**src/rtl/uart_crc_frame_tx.sv**
```systemverilog
// rtl/uart_crc_frame_tx.sv - 8N1 UART transmitter that closes each frame with a CRC-8 trailer byte
module uart_crc_frame_tx #(
  parameter int FULL_BAUD = 2603,
  parameter int FRAME_LEN = 16
) (
  input  logic       clk,
  input  logic       db_reset,
  input  logic [7:0] i_8_data,
  input  logic       i_valid,
  input  logic       i_flush,
  output logic       o_ready,
  output logic       o_tx,
  output logic       o_busy,
  output logic [7:0] o_8_crc8,
  output logic [7:0] o_8_count,
  output logic       o_frame_done
);

  localparam int              BW         = (FULL_BAUD > 2) ? $clog2(FULL_BAUD) : 1;
  localparam logic [BW-1:0]   BAUD_LAST  = BW'(FULL_BAUD - 1);
  localparam logic [7:0]      LAST_COUNT = 8'(FRAME_LEN);

  typedef enum logic [1:0] {
    IDLE  = 2'd0,
    START = 2'd1,
    DATA  = 2'd2,
    STOP  = 2'd3
  } state_t;

  state_t        state;
  logic [BW-1:0] baud_cnt;
  logic [2:0]    bit_cnt;
  logic [7:0]    shreg;
  logic          is_crc;
  logic          baud_end;

  // CRC-8 poly 0x07, MSB first, one whole byte per call
  function automatic logic [7:0] crc8_next(input logic [7:0] crc, input logic [7:0] data);
    logic [7:0] c;
    c = crc ^ data;
    for (int i = 0; i < 8; i++) begin
      if (c[7]) c = {c[6:0], 1'b0} ^ 8'h07;
      else      c = {c[6:0], 1'b0};
    end
    return c;
  endfunction

  assign baud_end = (baud_cnt == BAUD_LAST);

  always_ff @(posedge clk or posedge db_reset) begin
    if (db_reset) begin
      state        <= IDLE;
      baud_cnt     <= '0;
      bit_cnt      <= 3'd0;
      shreg        <= 8'h00;
      is_crc       <= 1'b0;
      o_tx         <= 1'b1;
      o_ready      <= 1'b1;
      o_busy       <= 1'b0;
      o_8_crc8     <= 8'h00;
      o_8_count    <= 8'h00;
      o_frame_done <= 1'b0;
    end else begin
      o_frame_done <= 1'b0;
      case (state)
        IDLE: begin
          // data wins over flush when both are presented in the same cycle
          if (i_valid && o_ready) begin
            shreg     <= i_8_data;
            o_8_crc8  <= crc8_next(o_8_crc8, i_8_data);
            o_8_count <= o_8_count + 8'd1;
            state     <= START;
            baud_cnt  <= '0;
            o_tx      <= 1'b0;
            o_busy    <= 1'b1;
            o_ready   <= 1'b0;
          end else if (i_flush && (o_8_count != 8'h00)) begin
            shreg    <= o_8_crc8;
            is_crc   <= 1'b1;
            state    <= START;
            baud_cnt <= '0;
            o_tx     <= 1'b0;
            o_busy   <= 1'b1;
            o_ready  <= 1'b0;
          end
        end

        START: begin
          if (baud_end) begin
            baud_cnt <= '0;
            bit_cnt  <= 3'd0;
            state    <= DATA;
            o_tx     <= shreg[0];
          end else begin
            baud_cnt <= baud_cnt + 1'b1;
          end
        end

        DATA: begin
          if (baud_end) begin
            baud_cnt <= '0;
            if (bit_cnt == 3'd7) begin
              state <= STOP;
              o_tx  <= 1'b1;
            end else begin
              bit_cnt <= bit_cnt + 3'd1;
              o_tx    <= shreg[1];
              shreg   <= {1'b0, shreg[7:1]};
            end
          end else begin
            baud_cnt <= baud_cnt + 1'b1;
          end
        end

        STOP: begin
          if (baud_end) begin
            baud_cnt <= '0;
            if (is_crc) begin
              is_crc       <= 1'b0;
              o_8_crc8     <= 8'h00;
              o_8_count    <= 8'h00;
              o_frame_done <= 1'b1;
              state        <= IDLE;
              o_ready      <= 1'b1;
              o_busy       <= 1'b0;
            end else if (o_8_count == LAST_COUNT) begin
              // full frame: trailer starts with no idle gap
              shreg  <= o_8_crc8;
              is_crc <= 1'b1;
              state  <= START;
              o_tx   <= 1'b0;
            end else begin
              state   <= IDLE;
              o_ready <= 1'b1;
              o_busy  <= 1'b0;
            end
          end else begin
            baud_cnt <= baud_cnt + 1'b1;
          end
        end

        default: begin
          state   <= IDLE;
          o_tx    <= 1'b1;
          o_ready <= 1'b1;
          o_busy  <= 1'b0;
        end
      endcase
    end
  end

endmodule
```
**config.mk**
```make
export PLATFORM = sky130hd
export DESIGN_NAME = uart_crc_frame_tx
export DESIGN_NICKNAME = d
export VERILOG_FILES = /design/src/rtl/uart_crc_frame_tx.sv
export SDC_FILE = /design/constraint.sdc
export NUM_CORES = 1
export LEC_CHECK = 0
export CORE_MARGIN = 3
export CORE_UTILIZATION = 51
export CTS_BUF_LIST = sky130_fd_sc_hd__clkbuf_16
export DETAILED_ROUTE_END_ITERATION = 8
export PLACE_DENSITY = 0.82
export SYNTH_ARGS = -nofsm -noshare
export SYNTH_HDL_FRONTEND = slang
export SYNTH_SLANG_ARGS = --single-unit
```
**constraint.sdc**
```tcl
create_clock -name clk -period 2.06 [get_ports clk]
set_clock_uncertainty 0.15 [all_clocks]
set_input_delay 0.618 -clock clk [delete_from_list [all_inputs] [get_ports clk]]
set_output_delay 0.618 -clock clk [all_outputs]
set_load 0.05 [all_outputs]
```
==> results.sh <==
export IMPL_outcome="finished with violations"
export IMPL_violations="negative setup slack"
export IMPL_synthArstFlopShare_pct=100
export IMPL_synth_largest_area_cell="dfrtp_1"
export IMPL_relSlewSlack_pct=74.3
export IMPL_fill_cells=293
export IMPL_floorplan_die_area_um2=6550
export IMPL_area_delta_synth_final_pct=45.4
export IMPL_grt_pass1_vias=2697
export IMPL_yosys_register_bits=46
export IMPL_worst_ep_required_time_ns=2.07
export IMPL_antenna_cells_inserted=0
export IMPL_grt_pass1_wl_um=12700
export IMPL_finalCritPeriodShare_pct=102
export IMPL_worst_r2r_setup_slack_ns=-0.04
export IMPL_final_seq_area_um2=1160
export IMPL_met1_capacity_usage_during_global_routing_pct=32.3
export IMPL_clock_tree_htree_level_count=2
export IMPL_critPathArrivalTime_ns=2.11
export IMPL_post_place_ws_ns=-0.418
export IMPL_worst_path_largest_cell_delay_ns=0.39
export IMPL_worstSkewPairLatency_ns=0.28
export IMPL_setup_viol_count_final=9
export IMPL_power_leakage_uw=0.00192
export IMPL_max_vdd_drop_mv=0.385
export IMPL_synth_top_flop_cell="dfrtp_1"
export IMPL_crit_fanout=4
export IMPL_boundaryPins=32
export IMPL_top_usage_layer="met2"
export IMPL_worstSetupStartpointType="register"
export IMPL_grt_max_degree=47
export IMPL_tritoncts_clock_tree="yes"
export IMPL_power_density_cell_area_nw_per_um2=593
export IMPL_min_period_ns=2.10
export IMPL_path_class="reg2reg"
export IMPL_rsz0062_at_grt="yes"
export IMPL_cpMaxStageDelayCell="dfrtp_1"
export IMPL_nets=409
export IMPL_grt_overflow_total=0
export IMPL_grt_use_met3_pct=4.43
export IMPL_synth_yosys_warnings=0
export IMPL_worst_tran_pin_value_ns=0.385
export IMPL_detail_route_vias_per_cell=6.03
export IMPL_ctsRootBufferMaster="clkbuf_16"
export IMPL_finish_cell_count_without_fillers=457
export IMPL_cap_violations=0
export IMPL_routed_via_count=2756
export IMPL_synth_area_um2=2860
export IMPL_final_layout_size_suffix_gt1_share_pct=38.5
export IMPL_multiInputGateArea_um2=1720
export IMPL_core_area_um2=5270
export IMPL_count_of_buffers_inserted_at_the_top_level_ports=31
export IMPL_critical_path_reg2reg_startpoint="baud_cnt[0]$_DFFE_PP0N_"
export IMPL_max_clock_path_buffers=2
export IMPL_drtAntennaViolNets=0
export IMPL_max_freq_mhz=476
export IMPL_routabilityCongestion=0.843
export IMPL_routed_wirelength_um=8480
export IMPL_worst_hold_path_num_cells=1
export IMPL_antenna_found_initial=0
export IMPL_row_count=26
export IMPL_track_usage_pct=25.2
export IMPL_ys_top_cells_by_area="dfrtp_1, xnor2_1, o21ai_0"
export IMPL_cts_reportedPaths_clkPinSlew_ns=0.06
export IMPL_cp_buffers_inverters=2
export IMPL_synth_seq_area_share_pct=40.3
export IMPL_hold_path_class="reg2reg"
export IMPL_detail_route_iter0_violations=265
export IMPL_synth_top_cell_area_share_pct=38.5
export IMPL_syn_mean_instance_area_um2=9.48
export IMPL_fp_dieW_um=80.9
export IMPL_postCtsHoldBufs=0
export IMPL_initial_core_util_pct=54.3
export IMPL_synth_enable_flop_cells=0
export IMPL_hold_start="shreg[3]$_DFFE_PP0P_"
export IMPL_critical_path_reg2reg_endpoint="state[0]$_DFFE_PP0P_"
export IMPL_worstSetupEndpointType="register"
export IMPL_place_detailed_hpwl_um=5540
export IMPL_post_place_cells=443
export IMPL_cts_made_buffers=5
export IMPL_number_of_iterations_in_the_first_detailed_routing_pass=7
export IMPL_path_cells="inv_2, ha_4, nor4b_4, nand3_2, buf_4, a21o_2, a221oi_2, o22ai_1"
export IMPL_synthCells=302
export IMPL_met2_usage_pct=42.7
export IMPL_timing_hold_worst_endpoint="shreg[3]$_DFFE_PP0P_"
export IMPL_setup_ws_ns=-0.0430
export IMPL_cts_sink_count=46
export IMPL_synthesis_nets=325
export IMPL_timing_final_max_slew_violations=0
export IMPL_post_route_drc_count=0
export IMPL_die_height_um=80.9
export IMPL_rr_worst_depth=8
export IMPL_timing_critical_path_from="baud_cnt[0]$_DFFE_PP0N_"
export IMPL_finalHoldViolCount=0
export IMPL_route_detailed_wl_per_inst_um=18.6
export IMPL_ys_types=51
export IMPL_critical_path_top_delay_family="compound AO/OA/AOI/OAI gates"
==> registers in the layout (all words and copies together) (netlist names), 2 cells and up <==
signal	cells
o_8_count	8
baud_cnt	12
shreg	8
o_8_crc8	8
bit_cnt	3
state	2
==> what timing repair did <==
item	CTS	global route
gates cloned	0	0
pin swaps	10	9
resized for setup	18	27
endpoints found under the setup margin	19	38
setup buffers	2	4
==> power breakdown <==
| group | leakage [µW] | total [µW] | switching, µW | internal [µW] |
|---|---|---|---|---|
| registers | 0.000524 | 989 | 60.3 | 929 |
| clock network | 0.0000724 | 768 | 329 | 439 |
| logic | 0.00133 | 710 | 333 | 377 |
| total | 0.00192 | 2470 | 722 | 1750 |
==> worst max-delay path by stage <==
stage                         endpoint  slack [ns]  cells after the start
2_1_floorplan  o_8_crc8[1]$_DFFE_PP0P_       -0.01                      8
3_3_place_gp   o_8_crc8[2]$_DFFE_PP0P_       -0.38                      6
3_5_place_dp   o_8_crc8[2]$_DFFE_PP0P_       -0.42                      6
4_1_cts           shreg[7]$_DFFE_PP0P_       -0.02                      7
5_1_grt           shreg[6]$_DFFE_PP0P_       -0.19                      8
6_report          state[0]$_DFFE_PP0P_       -0.04                      8
==> cell usage after synthesis, types with 2 or more instances <==
cell / instances
dfrtp_1: 44
o21ai_0: 31
nand2_1: 30
xnor2_1: 18
inv_1: 17
a21oi_1: 13
nor2_1: 13
ha_1: 11
clkbuf_1: 9
a22oi_1: 8
nand3_1: 8
a22o_1: 7
mux2i_1: 7
mux2_2: 6
nor3_1: 6
o31ai_1: 6
and3_1: 5
nand4_1: 5
a31oi_1: 4
a222oi_1: 3
a31o_2: 3
buf_2: 3
nor4_1: 3
o21bai_1: 3
o22ai_1: 3
xor2_1: 3
a221oi_1: 2
and3_2: 2
buf_6: 2
dfstp_2: 2
nor2b_1: 2
o21ai_2: 2
o311ai_0: 2
or2_2: 2
==> through the flow <==
stage                     utilization, %  hold slack [ns]  power [µW]  TNS (ns)  cell area (µm²)
after floorplan                        -            0.294        1340   -0.0541             2920
after global placement              72.6            0.325        1630     -7.88             3820
after detailed placement            72.6            0.350        1640     -9.61             3820
after CTS                           76.3            0.363        2430   -0.0478             4020
after global routing                79.0            0.388        2550     -2.16             4160
final                               79.0            0.365        2470    -0.133             4160
==> logic make-up (layout without fill, tap and decap cells) <==
| family | count (synthesis) | count (layout) | synth area share, % |
|---|---|---|---|
| AOI/OAI and AO/OA | 92 | 92 | 21.7 |
| and+or+nand+nor | 84 | 84 | 15.3 |
| DFF | 46 | 46 | 40.3 |
| buffers and inverters | 33 | 118 | 5.29 |
| xor gates and xnor gates | 22 | 22 | 7.21 |
| muxes | 14 | 14 | 5.33 |
| adders and majority gates | 11 | 11 | 4.81 |
==> cell type report <==
cell class	count	share of cell area (%)
multi-input combinational	223	41.4
sequential	46	27.9
timing repair buffer	93	23.8
clock buffer	5	3.01
tap	70	2.10
inverter	17	1.53
clock inverter	3	0.301
==> placed cells by master, fill, tap and decap left out, types with 4 or more instances in the layout <==
master / n
nor3_1: 6
dfrtp_2: 7
dfrtp_1: 37
nand4_1: 5
clkbuf_16: 5
a22oi_1: 8
a31oi_1: 4
o21ai_2: 4
xnor2_2: 6
buf_12: 20
buf_4: 59
mux2_2: 6
nand2_1: 29
clkdlybuf4s50_1: 7
inv_2: 6
nor2_1: 11
o21ai_0: 17
inv_1: 12
and3_1: 4
xnor2_1: 12
o21ai_1: 12
ha_1: 8
mux2i_1: 6
a21oi_1: 13
nand3_1: 7
a22o_1: 7
==> metal layers <==
| metal | part of all wire [%] | up-vias | wire, µm |
|---|---|---|---|
| li1 | - | 1266 | - |
| met1 | 39 | 1333 | 3340 |
| met5 | 0 | - | 0 |
| met2 | 50 | 133 | 4260 |
| met4 | 3.1 | 0 | 259 |
| met3 | 7.3 | 24 | 618 |
(Power assumes the default switching activity.)
